--- src/rtl/cc_pkg.sv ---
// Shared definitions for the condition-code stage: flag packing order,
// branch condition encodings and the packed flag type.
package cc_pkg;

    // Packed flag order is {N, Z, V, C}
    typedef logic [3:0] flags_t;

    localparam int FLAG_N = 3;
    localparam int FLAG_Z = 2;
    localparam int FLAG_V = 1;
    localparam int FLAG_C = 0;

    localparam logic [3:0] COND_AL = 4'd0;
    localparam logic [3:0] COND_EQ = 4'd1;
    localparam logic [3:0] COND_NE = 4'd2;
    localparam logic [3:0] COND_CS = 4'd3;
    localparam logic [3:0] COND_CC = 4'd4;
    localparam logic [3:0] COND_MI = 4'd5;
    localparam logic [3:0] COND_PL = 4'd6;
    localparam logic [3:0] COND_VS = 4'd7;
    localparam logic [3:0] COND_VC = 4'd8;
    localparam logic [3:0] COND_HI = 4'd9;
    localparam logic [3:0] COND_LS = 4'd10;
    localparam logic [3:0] COND_GE = 4'd11;
    localparam logic [3:0] COND_LT = 4'd12;
    localparam logic [3:0] COND_GT = 4'd13;
    localparam logic [3:0] COND_LE = 4'd14;
    localparam logic [3:0] COND_NV = 4'd15;

    function automatic flags_t pack_flags(input logic n, input logic z,
                                          input logic v, input logic c);
        flags_t f;
        f         = '0;
        f[FLAG_N] = n;
        f[FLAG_Z] = z;
        f[FLAG_V] = v;
        f[FLAG_C] = c;
        return f;
    endfunction

endpackage

--- src/rtl/cc_cond_eval.sv ---
// Combinational branch-condition evaluator: maps a 4-bit condition select
// and the N/Z/V/C flags to a taken/not-taken decision.
module cc_cond_eval
    import cc_pkg::*;
(
    input  logic [3:0] cond,
    input  logic       n,
    input  logic       z,
    input  logic       v,
    input  logic       c,
    output logic       taken
);

    logic ge;

    // Signed comparisons derive from N xor V
    assign ge = (n == v);

    always_comb begin
        taken = 1'b0;
        case (cond)
            COND_AL: taken = 1'b1;
            COND_EQ: taken = z;
            COND_NE: taken = ~z;
            COND_CS: taken = c;
            COND_CC: taken = ~c;
            COND_MI: taken = n;
            COND_PL: taken = ~n;
            COND_VS: taken = v;
            COND_VC: taken = ~v;
            COND_HI: taken = c & ~z;
            COND_LS: taken = ~c | z;
            COND_GE: taken = ge;
            COND_LT: taken = ~ge;
            COND_GT: taken = ~z & ge;
            COND_LE: taken = z | ~ge;
            COND_NV: taken = 1'b0;
            default: taken = 1'b0;
        endcase
    end

endmodule

--- src/rtl/cc_flag_unit.sv ---
// Condition-code register with carry feedback, branch evaluation and a LIFO
// shadow stack for interrupt entry/exit. Define CC_BYPASS_EN to forward *_in.
module cc_flag_unit
    import cc_pkg::*;
#(
    parameter int STACK_DEPTH = 4,
    parameter int PTR_W       = 3
) (
    input  logic       CLK,
    input  logic       RST,
    input  logic       Z_in,
    input  logic       V_in,
    input  logic       C_in,
    input  logic       N_in,
    input  logic       CC_WE,
    input  logic       SET_C,
    input  logic       CLR_C,
    input  logic       PUSH,
    input  logic       POP,
    input  logic [3:0] COND,
    output logic       Z,
    output logic       V,
    output logic       C,
    output logic       N,
    output logic       Pre_C,
    output logic       TAKEN,
    output logic       FULL,
    output logic       EMPTY,
    output logic       STK_ERR
);

    localparam int IDX_W = PTR_W - 1;
    localparam logic [PTR_W-1:0] DEPTH_PTR = PTR_W'(STACK_DEPTH);

    flags_t           flags_q;
    flags_t           flags_next;
    flags_t           in_flags;
    flags_t           eval_flags;
    flags_t           stk_top;
    flags_t           stk [STACK_DEPTH];
    logic [PTR_W-1:0] ptr_q;
    logic [PTR_W-1:0] ptr_next;
    logic [IDX_W-1:0] top_idx;
    logic [IDX_W-1:0] wr_idx;
    logic             err_q;
    logic             is_empty;
    logic             is_full;
    logic             pop_ok;
    logic             push_ok;
    logic             swap_ok;
    logic             stk_we;
    logic             err_set;

    assign in_flags = pack_flags(N_in, Z_in, V_in, C_in);

    assign is_empty = (ptr_q == '0);
    assign is_full  = (ptr_q == DEPTH_PTR);
    assign top_idx  = ptr_q[IDX_W-1:0] - IDX_W'(1);
    assign stk_top  = stk[top_idx];

    // A simultaneous PUSH+POP is a swap of the top entry; on an empty stack
    // it degrades to a plain POP underflow and nothing is written.
    assign pop_ok  = POP & ~is_empty;
    assign swap_ok = POP & PUSH & ~is_empty;
    assign push_ok = PUSH & ~POP & ~is_full;
    assign stk_we  = push_ok | swap_ok;
    assign wr_idx  = swap_ok ? top_idx : ptr_q[IDX_W-1:0];
    assign err_set = (PUSH & ~POP & is_full) | (POP & is_empty);

    always_comb begin
        flags_next = flags_q;
        if (pop_ok) begin
            flags_next = stk_top;
        end else if (CC_WE) begin
            flags_next = in_flags;
        end else if (SET_C && !CLR_C) begin
            flags_next[FLAG_C] = 1'b1;
        end else if (CLR_C && !SET_C) begin
            flags_next[FLAG_C] = 1'b0;
        end
    end

    always_comb begin
        ptr_next = ptr_q;
        if (push_ok) begin
            ptr_next = ptr_q + PTR_W'(1);
        end else if (pop_ok && !swap_ok) begin
            ptr_next = ptr_q - PTR_W'(1);
        end
    end

    always_ff @(posedge CLK) begin
        if (RST) begin
            flags_q <= '0;
            ptr_q   <= '0;
            err_q   <= 1'b0;
        end else begin
            flags_q <= flags_next;
            ptr_q   <= ptr_next;
            err_q   <= err_q | err_set;
        end
    end

    // Snapshot storage is data only; its contents are meaningless at reset.
    always_ff @(posedge CLK) begin
        if (!RST && stk_we) begin
            stk[wr_idx] <= flags_q;
        end
    end

`ifdef CC_BYPASS_EN
    // Forward the incoming flags so compare-and-branch and ADC chains see
    // them in the same cycle; a valid POP overrides the write, so no forward.
    assign eval_flags = (CC_WE && !pop_ok) ? in_flags : flags_q;
`else
    assign eval_flags = flags_q;
`endif

    cc_cond_eval u_cond_eval (
        .cond  (COND),
        .n     (eval_flags[FLAG_N]),
        .z     (eval_flags[FLAG_Z]),
        .v     (eval_flags[FLAG_V]),
        .c     (eval_flags[FLAG_C]),
        .taken (TAKEN)
    );

    assign Z       = flags_q[FLAG_Z];
    assign V       = flags_q[FLAG_V];
    assign C       = flags_q[FLAG_C];
    assign N       = flags_q[FLAG_N];
    assign Pre_C   = eval_flags[FLAG_C];
    assign FULL    = is_full;
    assign EMPTY   = is_empty;
    assign STK_ERR = err_q;

endmodule

--- config.mk ---
export PLATFORM = sky130hd
export DESIGN_NAME = cc_flag_unit
export DESIGN_NICKNAME = d
export VERILOG_FILES = /design/src/rtl/cc_pkg.sv /design/src/rtl/cc_cond_eval.sv /design/src/rtl/cc_flag_unit.sv
export SDC_FILE = /design/constraint.sdc
export NUM_CORES = 1
export LEC_CHECK = 0
export ABC_AREA = 1
export CORE_UTILIZATION = 30
export CTS_BUF_LIST = sky130_fd_sc_hd__clkbuf_4 sky130_fd_sc_hd__clkbuf_8 sky130_fd_sc_hd__clkbuf_16
export DETAILED_ROUTE_END_ITERATION = 7
export GPL_TIMING_DRIVEN = 0
export SLEW_MARGIN = 10
export SYNTH_ARGS = -nofsm -noshare
export SYNTH_HDL_FRONTEND = slang
export SYNTH_SLANG_ARGS = --single-unit
--- constraint.sdc ---
create_clock -name CLK -period 3 [get_ports CLK]
set_input_delay 0.6 -clock CLK [delete_from_list [all_inputs] [get_ports CLK]]
set_output_delay 0.6 -clock CLK [all_outputs]
set_load 0.05 [all_outputs]
==> impl_results.md, run 1 <==
- Outcome: completed
- WL final: 2780 µm
- Total grt overflow: 0
- Slew HR: 0.670
- Die footprint: 0.00478 mm²
- Worst-path maximum fanout: 4
- Io pins: 24
- Synth warn: 0
- Row cnt: 24
- Post-synth top area cell: edfxtp_1
- TritonRoute pass-1 iters: 4
- Leak Pwr: 0.757 nW
- Critical path arrival: 2.26 ns
- Layout fillers: 417
- CTS Buffer Depth: 2
- Mapped Area: 0.00135 mm²
- Max Cap Viol: 0
- Pins Over Slew Limit: 0
- Share of the synthesized area in the top cell type: 0.355
- NumNets Final: 225
- Floorplan core area: 0.00435 mm²
- Max Fclk: 349 MHz
- CTS tree: yes
- Crit. End Element: primary output
- Mapped Cells: 179
- Worst R2R Start: ptr_q[0]
- Reg2reg setup slack: 0.70 ns
- Worst setup path startpoint: COND[0]
- Post-synth EDFFs: 16
- Post-layout instance area: 0.00172 mm²
- Total GRT Usage: 0.131
- Clock Skew: 0.00565 ns
- Worst path required time: 2.40 ns
- Final Hold Vio Count: 0
- Post-DR wirelength/cell: 10.8 µm
- Primary FF master, synth: edfxtp_1
- Htree depth: 1
- Slew of the pin with the lowest slew margin: 0.494 ns
- Die X: 69.1 µm
- Largest cells by area after synthesis: edfxtp_1 36%, nand2_1 16%, dfxtp_1 12%
- Post-synth top cells: 58 x nand2_1, 23 x inv_1, 20 x nor2_1
- PD cells: 591 mW/mm²
- Post-Syn Area per Cell: 7.56 µm²
- Setup violators final: 0
- Most common cell in the netlist: nand2_1
- DR iter-0 viols: 62
- Placed cell area: 0.00165 mm²
- Area Growth Syn to Fin: 27.0%
- Via density: 4.48
- Port Buf Inserts: 23
- Worst r2r path cells: 9
- Antenna Nets Post-Route: 0
- Post-synthesis sequential area ratio: 0.474
- RSZ-0062 raised after global routing: no
- Largest net degree at the start of global routing: 15
- Wire length of the first global-routing pass: 4980 µm
- RD Place Congestion: 0.781
- Share of cells above drive strength 1: 0.0777
- Asr flop ratio synth: 0
- Worst Setup EP: TAKEN
- Library cells used by synthesis: 23
- Vias in the first global route: 1138
- Post-Syn Nets: 197
- Hold Crit Class: reg2reg
- CTS buffer count: 3
- Reg clk slew, reported paths: 0.09 ns
- Die Y: 69.1 µm
- Hold_ws: 0.508 ns
- Post-DP HPWL: 2080 µm
- Final period util: 0.955
- Synth Register Bits: 24
- Initial Util: 0.311
- Via Count: 1155
- Drt drc: 0
- Final worst path period need: 2.86 ns
- Worst r2r dst: stk[2][2]
- Critical Path Start Type: primary input
- CTS Root Cell: clkbuf_8
- Number of hold buffers added after CTS: 0
- Sink Count: 24
- Worst vdd ir: 198 µV
- Initial antenna violation count: 0
- # diodes: 0
- WS Path Type: in2out
- Worst-Skew Late Latency: 0.27 ns
[placed cells by master (no fill, tap or decap)]
cell	n
a31oi_1	1
nor2_1	20
nand3_1	16
a21oi_2	1
a21oi_1	6
buf_4	1
inv_2	4
dlygate4sd2_1	1
fa_1	1
xor2_1	2
nor2_4	1
dfxtp_1	8
clkdlybuf4s50_1	22
nand3_2	1
nand2_2	1
ha_1	2
o21ai_2	2
inv_1	23
o21ai_0	11
buf_2	1
clkinv_1	1
nand2_1	58
nand3b_1	1
nand4_1	1
clkbuf_8	3
bufinv_16	1
edfxtp_1	16
[sequential cells by signal (all words and copies together) (netlist names)]
name,flops
stk,16
STK_ERR,1
ptr_q,3
eval_flags,4
[worst min-delay path by stage]
stage	slack [ns]	to	startpoint	cells after the start
after global placement	0.50	STK_ERR	STK_ERR	2
final	0.51	STK_ERR	STK_ERR	2
after CTS	0.52	STK_ERR	STK_ERR	2
after global routing	0.58	STK_ERR	STK_ERR	2
after detailed placement	0.50	STK_ERR	STK_ERR	2
after floorplan	0.50	ptr_q[2]	ptr_q[2]	3
[area by class of cell]
| class | count | area [µm²] | area share |
|---|---|---|---|
| buffer | 2 | 12.5 | 0.00728 |
| clock buffer | 3 | 41.3 | 0.0240 |
| clock inverter | 1 | 30.0 | 0.0175 |
| inverter | 28 | 105 | 0.0612 |
| multi-input combinational | 125 | 594 | 0.346 |
| sequential | 24 | 641 | 0.373 |
| tap | 52 | 65.1 | 0.0379 |
| timing repair buffer | 23 | 229 | 0.133 |
[power by group]
part	internal (mW)	total (mW)	switching [mW]
registers	0.385	0.415	0.0300
logic	0.110	0.313	0.203
clock network	0.179	0.287	0.108
total	0.673	1.01	0.341
[worst max-delay path, cell delays in order]
cell and delay (ns):
clkdlybuf4s50_1 0.52, inv_1 0.05, nor2_1 0.18, nand2_1 0.07
nand3b_1 0.15, nand2_1 0.07, inv_1 0.04, nand3_1 0.06
dlygate4sd2_1 0.52
[per-layer routing]
metal  vias up  part of all wire  global-route usage
met5         -                 0                   0
met4         0             0.018              0.0544
met3         5             0.041              0.0234
met2        22              0.49               0.228
met1       507              0.45               0.159
li1        621                 -                   -
[through the flow]
| step | setup TNS [ns] | utilization | worst slack (ns) | instances | total power [mW] |
|---|---|---|---|---|---|
| 4_1_cts | 0 | 0.395 | 0.158 | 258 | 1.03 |
| 3_3_place_gp | -0.123 | 0.378 | -0.123 | 254 | 0.740 |
| 6_report | 0 | 0.395 | 0.135 | 258 | 1.01 |
| 3_5_place_dp | -0.115 | 0.378 | -0.115 | 254 | 0.741 |
| 2_1_floorplan | 0 | - | 0.787 | 179 | 0.637 |
| 5_1_grt | 0 | 0.395 | 0.00787 | 258 | 1.08 |
[cell families after synthesis]
logic type	count (synthesis)	share of synthesized area
compound gates	21	0.0870
xor+xnor	2	0.0130
fa+ha+maj	3	0.0333
buf+inv	30	0.0869
flops	24	0.474
simple gates	99	0.306
[repair_timing]
| action | CTS | global route |
|---|---|---|
| setup buffers | 0 | 0 |
| resized for setup | 1 | 0 |
| setup endpoints to repair | 1 | 0 |
(Power assumes the default switching activity.)
==> inputs of run 2 (changes only) <==
- CAP_MARGIN: unset -> 40
==> results of run 2 <==
The final DEF is identical to that of run 1; final timing and power are the same.
